`src/rtl/pipeline_pkg.sv`:
```
// Shared pipeline definitions: datapath widths and MEM/WB writeback
// source encodings used by the WB stage and the EX forwarding path.
package pipeline_pkg;

   localparam int DATA_W  = 32;
   localparam int ADDR_W  = 5;
   localparam int REG_NUM = 32;

   localparam logic [ADDR_W-1:0] REG_ZERO = '0;

   typedef enum logic [1:0] {
      MEM_TO_REG_ALU = 2'b00,
      MEM_TO_REG_MEM = 2'b01,
      MEM_TO_REG_PC4 = 2'b10,
      MEM_TO_REG_IMM = 2'b11
   } mem_to_reg_e;

endpackage

```
`src/rtl/wb_mux.sv`:
```
// 4:1 writeback source select; shared with the EX forwarding path.
module wb_mux
   import pipeline_pkg::*;
#(
   parameter int W = DATA_W
) (
   input  logic [1:0]   i_mem_to_reg,
   input  logic [W-1:0] i_result,
   input  logic [W-1:0] i_mem_read_data,
   input  logic [W-1:0] i_pc_4,
   input  logic [W-1:0] i_imm_ext_out,
   output logic [W-1:0] o_wb_data
);

   always_comb begin
      o_wb_data = '0;
      unique case (mem_to_reg_e'(i_mem_to_reg))
         MEM_TO_REG_ALU: o_wb_data = i_result;
         MEM_TO_REG_MEM: o_wb_data = i_mem_read_data;
         MEM_TO_REG_PC4: o_wb_data = i_pc_4;
         MEM_TO_REG_IMM: o_wb_data = i_imm_ext_out;
         default:        o_wb_data = '0;
      endcase
   end

endmodule

```
`src/rtl/wb_regfile.sv`:
```
// Writeback stage: selects the WB value, writes the 32x32 register file,
// serves two bypassed ID read ports and keeps retire counters.
module wb_regfile
   import pipeline_pkg::*;
#(
   parameter int DATA_W  = pipeline_pkg::DATA_W,
   parameter int ADDR_W  = pipeline_pkg::ADDR_W,
   parameter int REG_NUM = pipeline_pkg::REG_NUM
) (
   input  logic              clk,
   input  logic              reset,
   input  logic              i_reg_write,
   input  logic              i_mem_read,
   input  logic [1:0]        i_mem_to_reg,
   input  logic [ADDR_W-1:0] i_write_addr,
   input  logic [DATA_W-1:0] i_result,
   input  logic [DATA_W-1:0] i_mem_read_data,
   input  logic [DATA_W-1:0] i_pc_4,
   input  logic [DATA_W-1:0] i_imm_ext_out,
   input  logic [ADDR_W-1:0] i_read_addr1,
   input  logic [ADDR_W-1:0] i_read_addr2,
   output logic [DATA_W-1:0] o_read_data1,
   output logic [DATA_W-1:0] o_read_data2,
   output logic [DATA_W-1:0] o_wb_data,
   output logic              o_wb_en,
   output logic [31:0]       o_wb_count,
   output logic [31:0]       o_load_count
);

   logic [DATA_W-1:0] regs [REG_NUM];
   logic [31:0]       wb_count_q;
   logic [31:0]       load_count_q;

   wb_mux #(.W(DATA_W)) u_wb_mux (
      .i_mem_to_reg    (i_mem_to_reg),
      .i_result        (i_result),
      .i_mem_read_data (i_mem_read_data),
      .i_pc_4          (i_pc_4),
      .i_imm_ext_out   (i_imm_ext_out),
      .o_wb_data       (o_wb_data)
   );

   assign o_wb_en = i_reg_write && (i_write_addr != REG_ZERO[ADDR_W-1:0]);

   always_ff @(posedge clk or posedge reset) begin
      if (reset) begin
         for (int i = 0; i < REG_NUM; i++) regs[i] <= '0;
      end else if (o_wb_en) begin
         regs[i_write_addr] <= o_wb_data;
      end
   end

   always_ff @(posedge clk or posedge reset) begin
      if (reset) begin
         wb_count_q   <= '0;
         load_count_q <= '0;
      end else begin
         if (o_wb_en) wb_count_q <= wb_count_q + 32'd1;
         if (i_mem_read && i_reg_write) load_count_q <= load_count_q + 32'd1;
      end
   end

   // Reset forces reads to zero even while the bypass condition holds.
   always_comb begin
      o_read_data1 = '0;
      o_read_data2 = '0;
      if (!reset && i_read_addr1 != REG_ZERO[ADDR_W-1:0]) begin
         if (o_wb_en && i_read_addr1 == i_write_addr) o_read_data1 = o_wb_data;
         else                                         o_read_data1 = regs[i_read_addr1];
      end
      if (!reset && i_read_addr2 != REG_ZERO[ADDR_W-1:0]) begin
         if (o_wb_en && i_read_addr2 == i_write_addr) o_read_data2 = o_wb_data;
         else                                         o_read_data2 = regs[i_read_addr2];
      end
   end

   assign o_wb_count   = wb_count_q;
   assign o_load_count = load_count_q;

endmodule

```
`config.mk`:
```
export PLATFORM = sky130hd
export DESIGN_NAME = wb_regfile
export DESIGN_NICKNAME = d
export VERILOG_FILES = /design/src/rtl/pipeline_pkg.sv /design/src/rtl/wb_mux.sv /design/src/rtl/wb_regfile.sv
export SDC_FILE = /design/constraint.sdc
export NUM_CORES = 2
export LEC_CHECK = 0
export ABC_CLOCK_PERIOD_IN_PS = 103600
export CAP_MARGIN = 15
export CORE_MARGIN = 2
export CORE_UTILIZATION = 60
export CTS_BUF_LIST = sky130_fd_sc_hd__clkbuf_8 sky130_fd_sc_hd__clkbuf_16
export DETAILED_ROUTE_END_ITERATION = 6
export PLACE_DENSITY = 0.8
export REMOVE_ABC_BUFFERS = 1
export SYNTH_ARGS = -nofsm -noshare
export SYNTH_HDL_FRONTEND = slang
export SYNTH_SLANG_ARGS = --single-unit
```
`constraint.sdc`:
```
create_clock -name clk -period 103.6 [get_ports clk]
set_clock_uncertainty 0.15 [all_clocks]
set_input_delay 10.36 -clock clk [delete_from_list [all_inputs] [get_ports clk]]
set_output_delay 10.36 -clock clk [all_outputs]
set_load 0.1 [all_outputs]
```
==> results.ini <==
[sta]
setup_violations=0
slew-limit-headroom=0.127
rsz0062_at_grt=no
maxSlewViolCount=0
tightest_slew_ps=1310
fmax_mhz=38.8
finalCritPeriodShare=0.249
hold_viol=0
tns_ps=0
finalCriticalPeriod_ps=25770

[synthesis]
yosys.cell_count.top_type=nand2_1
synthTopCellsByCount=nand2_1 (1092), dfrtp_1 (1088), o21ai_0 (858), mux4_2 (408), clkbuf_1 (362)
yosysTopAreaCellShare=0.477
yosysWarnings=0
synthCells=5281
ys_seq_area_frac=0.477
synth.distinct_cells=67
netlist_area_sq_um=57000
netlist_top_cells_area=dfrtp_1 (48%), mux4_2 (16%), o21ai_0 (7.5%)
synthFlopType=dfrtp_1
async_flop_share=1.00
synth_edf_count=0
synth_top_cell_by_area=dfrtp_1
avgSynthCellArea_sq_um=10.8
ys_seq_elements=1088

[floorplanning]
io_pins=310
die_w_um=312
die_h_um=312
fp-row-count=113
die-area_sq_um=97500
core_area_sq_um=94600
start_util=0.603

[clocking]
cts_root_buf=clkbuf_16
ctsResizeCount=0
clk_pin_slew_ps=60
hold_buffers=0
clkLatencyLatePin_ps=690
cts_buffers=111
htreeDepth=3
cts_tree=yes
post-cts-setup-buffer-count=0
clkSinkCount=1088
clockBufferDepth=3

[critical_path]
regToRegSetupSlack_ps=101390
critPathMaxFanout=49
worstPathArrival_ps=15260
r2r_cells=5
cp.required_ps=93090
reg2reg_from=o_load_count[3]
start_kind=input pin
worstSetupEndpointType=output pin
worstSetupPathType=in2out
worstSetupStartpoint=i_read_addr2[0]

[layout]
fin_util=0.679
fin_nets=5419
final_cells=6620
final_layout_size_suffix_gt1_frac=0.166
syn_to_final_growth_pct=12.6

[power]
p_per_area_nw_per_um2=20.3
p_leak_nw=28.3
peakVddDrop_mv=0.0161

[placed_design]
port_buffers=309
place_inst=6409
dpl.hpwl_um=103000
routabilityCongestion=0.852

[status]
outcome=finished with violations
violations=design-rule violations

[hold_path]
min_path_type=reg2reg
holdCritStartpoint=regs[1008]
hold_depth=0

[global_routing]
grt_pass1_wl_um=278000
grt_pass1_vias=46200
track_usage=0.378
overflow=0
antenna_found_initial=8
grt_max_degree=190

[detailed_routing]
drt_drc_violations_left=1
wirelength_um=184000
wire_per_inst_um=27.8
post_drt_via_cell_ratio=6.97
drt_first_pass_iters=7
drtIter0Drc=6329
detail-route-antenna-nets=0
dr_total_vias=46200

[flow_run]
cap_violations=0

[cells by family (layout without fill, tap and decap cells)]
kind of cell	Yosys count	after routing	share of synthesized area
compound gates	1422	1422	0.141
simple gates	1348	1348	0.0985
flops	1088	1088	0.477
mux	764	764	0.225
buf+inv	585	658	0.0468
xor+xnor	72	72	0.0111
fa+ha+maj	2	2	0.000439
other cells	0	1	0
[through the flow]
| step | area (sq um) | power (mW) | worst slack, ps | hold slack [ps] |
|---|---|---|---|---|
| 2_1_floorplan | 54500 | 0.785 | 53310 | 212 |
| 4_1_cts | 64000 | 1.30 | 77880 | 248 |
| 6_report | 64200 | 1.30 | 77830 | 251 |
| 3_5_place_dp | 60200 | 0.884 | 77900 | 234 |
| 5_1_grt | 64200 | 1.36 | 77550 | 259 |
| 3_3_place_gp | 60200 | 0.865 | 77910 | 227 |
[area by class of cell]
cell class,instances,area [sq um]
fill,6678,30400
clock buffer,133,3110
sequential,1088,27200
antenna,1,2.50
multi-input combinational,3608,27400
timing repair buffer,424,4090
inverter,35,139
clock inverter,66,658
tap,1265,1580
[sequential cells by signal (all words and copies together), names as in the netlist]
name          flops
regs           1024
o_load_count     32
o_wb_count       32
[final timing paths]
kind	endpoint
hold reg to reg	regs[1008]
setup reg to reg	o_load_count[30]
hold / removal	regs[1008]
min in group asynchronous	regs[98]
setup / recovery	o_read_data2[29]
max in group asynchronous	regs[807]
[power by group]
group / leakage, nW / internal [mW] / switching (mW) / total (mW)
logic: 12.3 / 0.134 / 0.173 / 0.307
registers: 14.1 / 0.511 / 0.0704 / 0.581
clock network: 1.90 / 0.240 / 0.175 / 0.416
[worst max-delay path, cell delays in order]
cell and delay (ps):
buf_8 410, buf_4 810, buf_4 740, mux2i_1 160, a221o_1 380, o21ai_1 120
a21oi_1 70, o41ai_2 680, clkdlybuf4s50_1 1270
[placed cells by master (no fill, tap or decap), types with 32 or more instances in the layout]
master / netlist / layout
a21oi_1: 35 / 35
a22oi_1: 86 / 86
buf_4: 49 / 105
clkbuf_16: 0 / 114
clkdlybuf4s50_1: 0 / 298
dfrtp_1: 1088 / 1088
inv_1: 34 / 47
mux2_2: 72 / 72
mux2i_1: 281 / 281
mux4_2: 408 / 408
nand2_1: 1092 / 1068
nand2b_1: 34 / 33
nand3_1: 52 / 52
nor2_1: 51 / 50
o21ai_0: 858 / 828
o21ai_1: 204 / 202
o21ai_2: 0 / 32
o22ai_1: 114 / 114
xnor2_1: 52 / 52
[layer usage]
layer	up-vias	track usage	wire (um)	share of wire
met3	823	0.104	22900	0.12
met4	14	0.233	12300	0.067
li1	19100	-	-	-
met5	-	0	126	0.00069
met2	3256	0.583	85100	0.46
met1	23000	0.478	63500	0.35
No activity file was read; power rests on OpenSTA's default activity.
